--- config.mk ---
export PLATFORM = sky130hd
export DESIGN_NAME = misr_ora
export DESIGN_NICKNAME = d
export VERILOG_FILES = /design/src/rtl/lbist_pkg.sv /design/src/rtl/misr_ora_misr.sv /design/src/rtl/misr_ora.sv
export SDC_FILE = /design/constraint.sdc
export NUM_CORES = 1
export LEC_CHECK = 0
export ABC_AREA = 1
export CORE_ASPECT_RATIO = 1.25
export CORE_UTILIZATION = 37
export CTS_BUF_LIST = sky130_fd_sc_hd__clkbuf_8
export DETAILED_ROUTE_END_ITERATION = 8
export MAX_ROUTING_LAYER = met4
export SYNTH_ARGS = -nofsm -noshare
export SYNTH_HDL_FRONTEND = slang
export SYNTH_SLANG_ARGS = --single-unit
--- constraint.sdc ---
create_clock -name clk -period 1.4 [get_ports clk]
set_input_delay 0.28 -clock clk [delete_from_list [all_inputs] [get_ports clk]]
set_output_delay 0.28 -clock clk [all_outputs]
set_load 0.005 [all_outputs]
--- src/rtl/lbist_pkg.sv ---
// -----------------------------------------------------------------------------
// lbist_pkg
// Shared definitions for the LBIST output response analyzer:
//   - state_t      : session FSM encoding (IDLE, RUN, COMPARE, DONE)
//   - DEF_*        : default MISR width, session length, feedback taps and seed
// -----------------------------------------------------------------------------
package lbist_pkg;

    typedef enum logic [1:0] {
        IDLE    = 2'd0,
        RUN     = 2'd1,
        COMPARE = 2'd2,
        DONE    = 2'd3
    } state_t;

    // x^4 + x + 1 feedback taps for the default 4-bit MISR
    localparam int unsigned DEF_OUT_BITS = 32'd4;
    localparam int unsigned DEF_PAT_CNT  = 32'd16;
    localparam int unsigned DEF_POLY     = 32'h0000_0003;
    localparam int unsigned DEF_SEED     = 32'h0000_0000;

endpackage : lbist_pkg

--- src/rtl/misr_ora_misr.sv ---
// -----------------------------------------------------------------------------
// misr
// Multiple-input signature register. Each enabled edge folds one data word
// into the signature: next = (sig << 1) ^ (sig msb ? POLY : 0) ^ din.
// Ports:
//   clk   in  1      clock, rising edge
//   rst   in  1      synchronous reset, active high (sig <= SEED)
//   load  in  1      reload SEED; wins over en
//   en    in  1      compact din into the signature this edge
//   din   in  WIDTH  data word to compact
//   sig   out WIDTH  current signature (registered)
// -----------------------------------------------------------------------------
module misr
    import lbist_pkg::*;
#(
    parameter int unsigned WIDTH = DEF_OUT_BITS,
    parameter int unsigned POLY  = DEF_POLY,
    parameter int unsigned SEED  = DEF_SEED
) (
    input  logic             clk,
    input  logic             rst,
    input  logic             load,
    input  logic             en,
    input  logic [WIDTH-1:0] din,
    output logic [WIDTH-1:0] sig
);

    localparam logic [WIDTH-1:0] POLY_V = WIDTH'(POLY);
    localparam logic [WIDTH-1:0] SEED_V = WIDTH'(SEED);

    // One compaction step of the Galois-style MISR
    function automatic logic [WIDTH-1:0] misr_step(
        input logic [WIDTH-1:0] cur,
        input logic [WIDTH-1:0] data
    );
        logic [WIDTH-1:0] fb;
        fb = cur[WIDTH-1] ? POLY_V : {WIDTH{1'b0}};
        return (cur << 1) ^ fb ^ data;
    endfunction

    logic [WIDTH-1:0] sig_r;

    // Signature register: reset/load to seed, otherwise compact when enabled
    always_ff @(posedge clk) begin
        if (rst) begin
            sig_r <= SEED_V;
        end else if (load) begin
            sig_r <= SEED_V;
        end else if (en) begin
            sig_r <= misr_step(sig_r, din);
        end else begin
            sig_r <= sig_r;
        end
    end

    assign sig = sig_r;

endmodule : misr

--- src/rtl/misr_ora.sv ---
// -----------------------------------------------------------------------------
// misr_ora
// LBIST output response analyzer. Compacts circuit-under-test and fault-free
// responses over a PAT_CNT-beat session in two parallel MISRs, compares the
// final signatures, and counts raw per-beat mismatches so that a signature
// match hiding real mismatches (aliasing) is flagged.
// Ports:
//   clk             in   1         clock, rising edge
//   rst             in   1         synchronous reset, active high
//   start           in   1         begin a session (only in IDLE/DONE)
//   in_valid        in   1         CUT_OP/FF_OP beat valid
//   CUT_OP          in   OUT_BITS  circuit-under-test output
//   FF_OP           in   OUT_BITS  fault-free output
//   busy            out  1         session in RUN or COMPARE
//   done            out  1         results valid and held
//   RES             out  1         final signatures differ
//   ALIAS           out  1         signatures equal but some beat mismatched
//   SIG             out  OUT_BITS  CUT MISR signature
//   mismatch_cnt    out  CNT_W     beats with CUT_OP != FF_OP
//   first_fail_idx  out  IDX_W     index of first mismatching beat
// -----------------------------------------------------------------------------
module misr_ora
    import lbist_pkg::*;
#(
    parameter  int unsigned OUT_BITS = DEF_OUT_BITS,
    parameter  int unsigned PAT_CNT  = DEF_PAT_CNT,
    parameter  int unsigned POLY     = DEF_POLY,
    parameter  int unsigned SEED     = DEF_SEED,
    localparam int unsigned CNT_W    = $clog2(PAT_CNT + 1),
    localparam int unsigned IDX_W    = (PAT_CNT > 1) ? $clog2(PAT_CNT) : 1
) (
    input  logic                clk,
    input  logic                rst,
    input  logic                start,
    input  logic                in_valid,
    input  logic [OUT_BITS-1:0] CUT_OP,
    input  logic [OUT_BITS-1:0] FF_OP,
    output logic                busy,
    output logic                done,
    output logic                RES,
    output logic                ALIAS,
    output logic [OUT_BITS-1:0] SIG,
    output logic [CNT_W-1:0]    mismatch_cnt,
    output logic [IDX_W-1:0]    first_fail_idx
);

    localparam logic [CNT_W-1:0] LAST_BEAT = CNT_W'(PAT_CNT - 1);

    state_t                state_r;
    state_t                next_state_s;
    logic [CNT_W-1:0]      beat_cnt_r;
    logic [CNT_W-1:0]      mismatch_cnt_r;
    logic [IDX_W-1:0]      first_fail_idx_r;
    logic                  busy_r;
    logic                  done_r;
    logic                  res_r;
    logic                  alias_r;
    logic [OUT_BITS-1:0]   sig_cut_s;
    logic [OUT_BITS-1:0]   sig_ff_s;
    logic                  start_sess_s;
    logic                  accept_s;
    logic                  last_beat_s;
    logic                  beat_miss_s;

    // start is only honoured between sessions; in_valid only counts in RUN
    assign start_sess_s = start && ((state_r == IDLE) || (state_r == DONE));
    assign accept_s     = in_valid && (state_r == RUN);
    assign last_beat_s  = accept_s && (beat_cnt_r == LAST_BEAT);
    assign beat_miss_s  = (CUT_OP != FF_OP);

    misr #(
        .WIDTH (OUT_BITS),
        .POLY  (POLY),
        .SEED  (SEED)
    ) u_misr_cut (
        .clk  (clk),
        .rst  (rst),
        .load (start_sess_s),
        .en   (accept_s),
        .din  (CUT_OP),
        .sig  (sig_cut_s)
    );

    misr #(
        .WIDTH (OUT_BITS),
        .POLY  (POLY),
        .SEED  (SEED)
    ) u_misr_ff (
        .clk  (clk),
        .rst  (rst),
        .load (start_sess_s),
        .en   (accept_s),
        .din  (FF_OP),
        .sig  (sig_ff_s)
    );

    // Session FSM state register
    always_ff @(posedge clk) begin
        if (rst) begin
            state_r <= IDLE;
        end else begin
            state_r <= next_state_s;
        end
    end

    // Session FSM next-state logic
    always_comb begin
        next_state_s = state_r;
        case (state_r)
            IDLE: begin
                if (start) begin
                    next_state_s = RUN;
                end else begin
                    next_state_s = IDLE;
                end
            end
            RUN: begin
                if (last_beat_s) begin
                    next_state_s = COMPARE;
                end else begin
                    next_state_s = RUN;
                end
            end
            COMPARE: begin
                next_state_s = DONE;
            end
            DONE: begin
                if (start) begin
                    next_state_s = RUN;
                end else begin
                    next_state_s = DONE;
                end
            end
            default: begin
                next_state_s = IDLE;
            end
        endcase
    end

    // busy is registered from the next state so it tracks RUN/COMPARE exactly
    always_ff @(posedge clk) begin
        if (rst) begin
            busy_r <= 1'b0;
        end else begin
            busy_r <= (next_state_s == RUN) || (next_state_s == COMPARE);
        end
    end

    // Beat counter and raw mismatch tracking
    always_ff @(posedge clk) begin
        if (rst) begin
            beat_cnt_r       <= {CNT_W{1'b0}};
            mismatch_cnt_r   <= {CNT_W{1'b0}};
            first_fail_idx_r <= {IDX_W{1'b0}};
        end else if (start_sess_s) begin
            beat_cnt_r       <= {CNT_W{1'b0}};
            mismatch_cnt_r   <= {CNT_W{1'b0}};
            first_fail_idx_r <= {IDX_W{1'b0}};
        end else if (accept_s) begin
            beat_cnt_r <= beat_cnt_r + CNT_W'(1);
            if (beat_miss_s) begin
                mismatch_cnt_r <= mismatch_cnt_r + CNT_W'(1);
                // Only the first mismatch of the session records its index
                if (mismatch_cnt_r == {CNT_W{1'b0}}) begin
                    first_fail_idx_r <= IDX_W'(beat_cnt_r);
                end else begin
                    first_fail_idx_r <= first_fail_idx_r;
                end
            end else begin
                mismatch_cnt_r   <= mismatch_cnt_r;
                first_fail_idx_r <= first_fail_idx_r;
            end
        end else begin
            beat_cnt_r       <= beat_cnt_r;
            mismatch_cnt_r   <= mismatch_cnt_r;
            first_fail_idx_r <= first_fail_idx_r;
        end
    end

    // Result registers: cleared at session start, set on leaving COMPARE
    always_ff @(posedge clk) begin
        if (rst) begin
            done_r  <= 1'b0;
            res_r   <= 1'b0;
            alias_r <= 1'b0;
        end else if (start_sess_s) begin
            done_r  <= 1'b0;
            res_r   <= 1'b0;
            alias_r <= 1'b0;
        end else if (state_r == COMPARE) begin
            done_r  <= 1'b1;
            res_r   <= (sig_cut_s != sig_ff_s);
            alias_r <= (sig_cut_s == sig_ff_s) && (mismatch_cnt_r != {CNT_W{1'b0}});
        end else begin
            done_r  <= done_r;
            res_r   <= res_r;
            alias_r <= alias_r;
        end
    end

    assign busy           = busy_r;
    assign done           = done_r;
    assign RES            = res_r;
    assign ALIAS          = alias_r;
    assign SIG            = sig_cut_s;
    assign mismatch_cnt   = mismatch_cnt_r;
    assign first_fail_idx = first_fail_idx_r;

endmodule : misr_ora

==> metrics.txt <==
setup violators final 2; # DRC 0; kind of critical path flop to flop; fin crit period 1.47 ns; Adder-Cell Fraction of Synth Area 0.0660; gpl congestion 0.809; DRT iter0 DRCs 29; full die area 4360 um^2; crit share post-route 1.05; port bufs 28; Setup crit end kind flop; #FFs+latches synth 28; vias in the first global route 1396; Vias/cell 4.62; Final Routed Wirelength roughly 3600 um; CTS max path bufs 2; Worst-path clk slew 0.10 ns; CTS tree built; I/O pin cnt 29; Diodes inserted 0; Wirelength per Cell between 10 and 15 um; Vert. Die Dim 73.6 um; # hold bufs at CTS 0; largest net degree at the start of global routing 16; DR vias 1533; Arr. time, crit path 1.65 ns; MaxCap Viol Count 0; final setup margin -0.0675 ns; commonest non-fill, non-tap cell in the layout inv_1; sequential fraction of the synthesis area 0.370; grt ovf 0; post-synthesis simple-gate area fraction 0.224; Layout Utilization 0.606; fin nets 299; first-pass iteration count of the detailed router 4; failing checks setup timing; Die X slightly below 60 um; Slew headroom 0.834; post-synthesis mux area share 0; Mean Syn Cell Area 7.09 um^2; setup tns final -0.116 ns; worst-path fanout max 2; core area 3850 um^2; xor and xnor fraction of the mapped netlist area 0.0462; CTS HTree Levels 1; Root Driver clkbuf_8; ANT nets after route 0; first-pass GRT wire length 5690 um; synthesis-to-layout area growth 53.8%; status finished with violations; Critical Path Source Type flop; Final Hold Viols 0; Cells after Synth 214; Worst-Margin Slew 0.248 ns; share of cells above drive strength 1 0.302; Clock Latency Late Sink 0.27 ns; most frequent cells in the layout 42 x inv_1, 40 x nand2_1, 30 x buf_4; clock skew 0.00311 ns; total number of clock tree sinks 28; Synth cell types 22; synth warn 0; GRT Util Overall 0.173; # rows 25; pwr/cell area 720 nW/um^2; HP Class input pin to flop; Synth Cell Area around 1500 um^2; CTS buffer count 3; Worst VDD drop 0.000388 V; top cell type's share of synthesized area 0.370; RSZ-0062 raised after global routing true; Required @ worst endpoint 1.58 ns; DP Wirelength 2580 um; main combinational cell family by area after synthesis simple AND/OR/NAND/NOR gates; area leader, netlist dfxtp_1; leak pwr roughly 0.0012 uW; Max Clock Freq 681 MHz; syn nets 234; Synth Area in Compound Gates 0.153; Slew Limit Fails 0; initial antenna violation count 0; largest cells by area after synthesis dfxtp_1 37%, inv_1 12%, nand2_1 10%; Initial Util 0.394
[cells in the mapped netlist (all sizes together)]
master,n
nand2,43
buf,4
inv,49
clkbuf,1
nand3,11
nor3,2
a221oi,6
ha,8
xnor2,3
nand4,7
nor2,13
dfxtp,28
o21ai,12
a21oi,20
o21bai,1
xor2,5
o211ai,1
[layout make-up]
type                            instances  area (um^2)
Timing Repair Buffer                   65          621
Inverter                               49          186
Sequential cell                        28          583
Tap cell                               54         67.6
Fill cell                             367         1520
Multi-Input combinational cell        132          820
Clock buffer                            4         55.1
[layer usage]
| metal | global-route usage | vias to the layer above | part of all wire |
|---|---|---|---|
| li1 | - | 809 | - |
| met1 | 0.195 | 689 | 0.44 |
| met2 | 0.306 | 28 | 0.52 |
| met3 | 0.0229 | 7 | 0.027 |
| met4 | 0.0635 | 0 | 0.015 |
| met5 | - | - | 0 |
[final timing paths]
kind,startpoint,end,slack [ns],cells after the start
max,beat_cnt_r[1],busy,-0.07,11
min reg2reg,mismatch_cnt[1],mismatch_cnt[1],0.48,2
max reg2reg,beat_cnt_r[1],busy,-0.07,11
min,CUT_OP[2],u_misr_cut.sig[2],0.36,4
[power breakdown]
part	internal (uW)	switching (uW)	total, uW
combinational	172	164	336
clock	252	254	506
sequential	822	14.8	837
[state kept, by name, summed over array words and instances (netlist names)]
signal / flops
u_misr_cut.sig: 4
u_misr_ff.sig: 4
RES: 1
mismatch_cnt: 5
done: 1
ALIAS: 1
beat_cnt_r: 5
state_r: 2
busy: 1
first_fail_idx: 4
[metrics by stage]
| step | hold slack [ns] | total power, uW | cells | setup WS [ns] | area [um^2] |
|---|---|---|---|---|---|
| 3_5_place_dp | 0.470 | 1150 | 316 | -0.238 | 2060 |
| 5_1_grt | 0.400 | 1750 | 332 | -0.189 | 2330 |
| 6_report | 0.362 | 1680 | 332 | -0.0675 | 2330 |
| 2_1_floorplan | 0.363 | 1000 | 214 | 0.0269 | 1530 |
| 3_3_place_gp | 0.464 | 1150 | 316 | -0.251 | 2060 |
| 4_1_cts | 0.473 | 1660 | 326 | -0.0744 | 2190 |
[critical path, cell delays in order (launching register included)]
cell,delay [ns]
dfxtp_2,0.36
ha_4,0.14
inv_2,0.04
nor3_2,0.11
ha_2,0.20
inv_2,0.05
o21ai_2,0.12
nand2_1,0.08
nand2_1,0.08
inv_2,0.04
o21ai_2,0.12
inv_1,0.04
[cells by family after synthesis]
logic type,count (synthesis)
AO/OA/AOI/OAI,40
XOR/XNOR,8
adder cells (fa/ha/maj),8
buffers and inverters,54
flip-flops,28
AND/OR/NAND/NOR,76
[repair_timing]
item	CTS	global route
cloned	0	2
endpoints found under the setup margin	17	36
gates resized for setup	22	36
pin swaps	2	5
setup buffers	6	4
(Power assumes the default switching activity.)
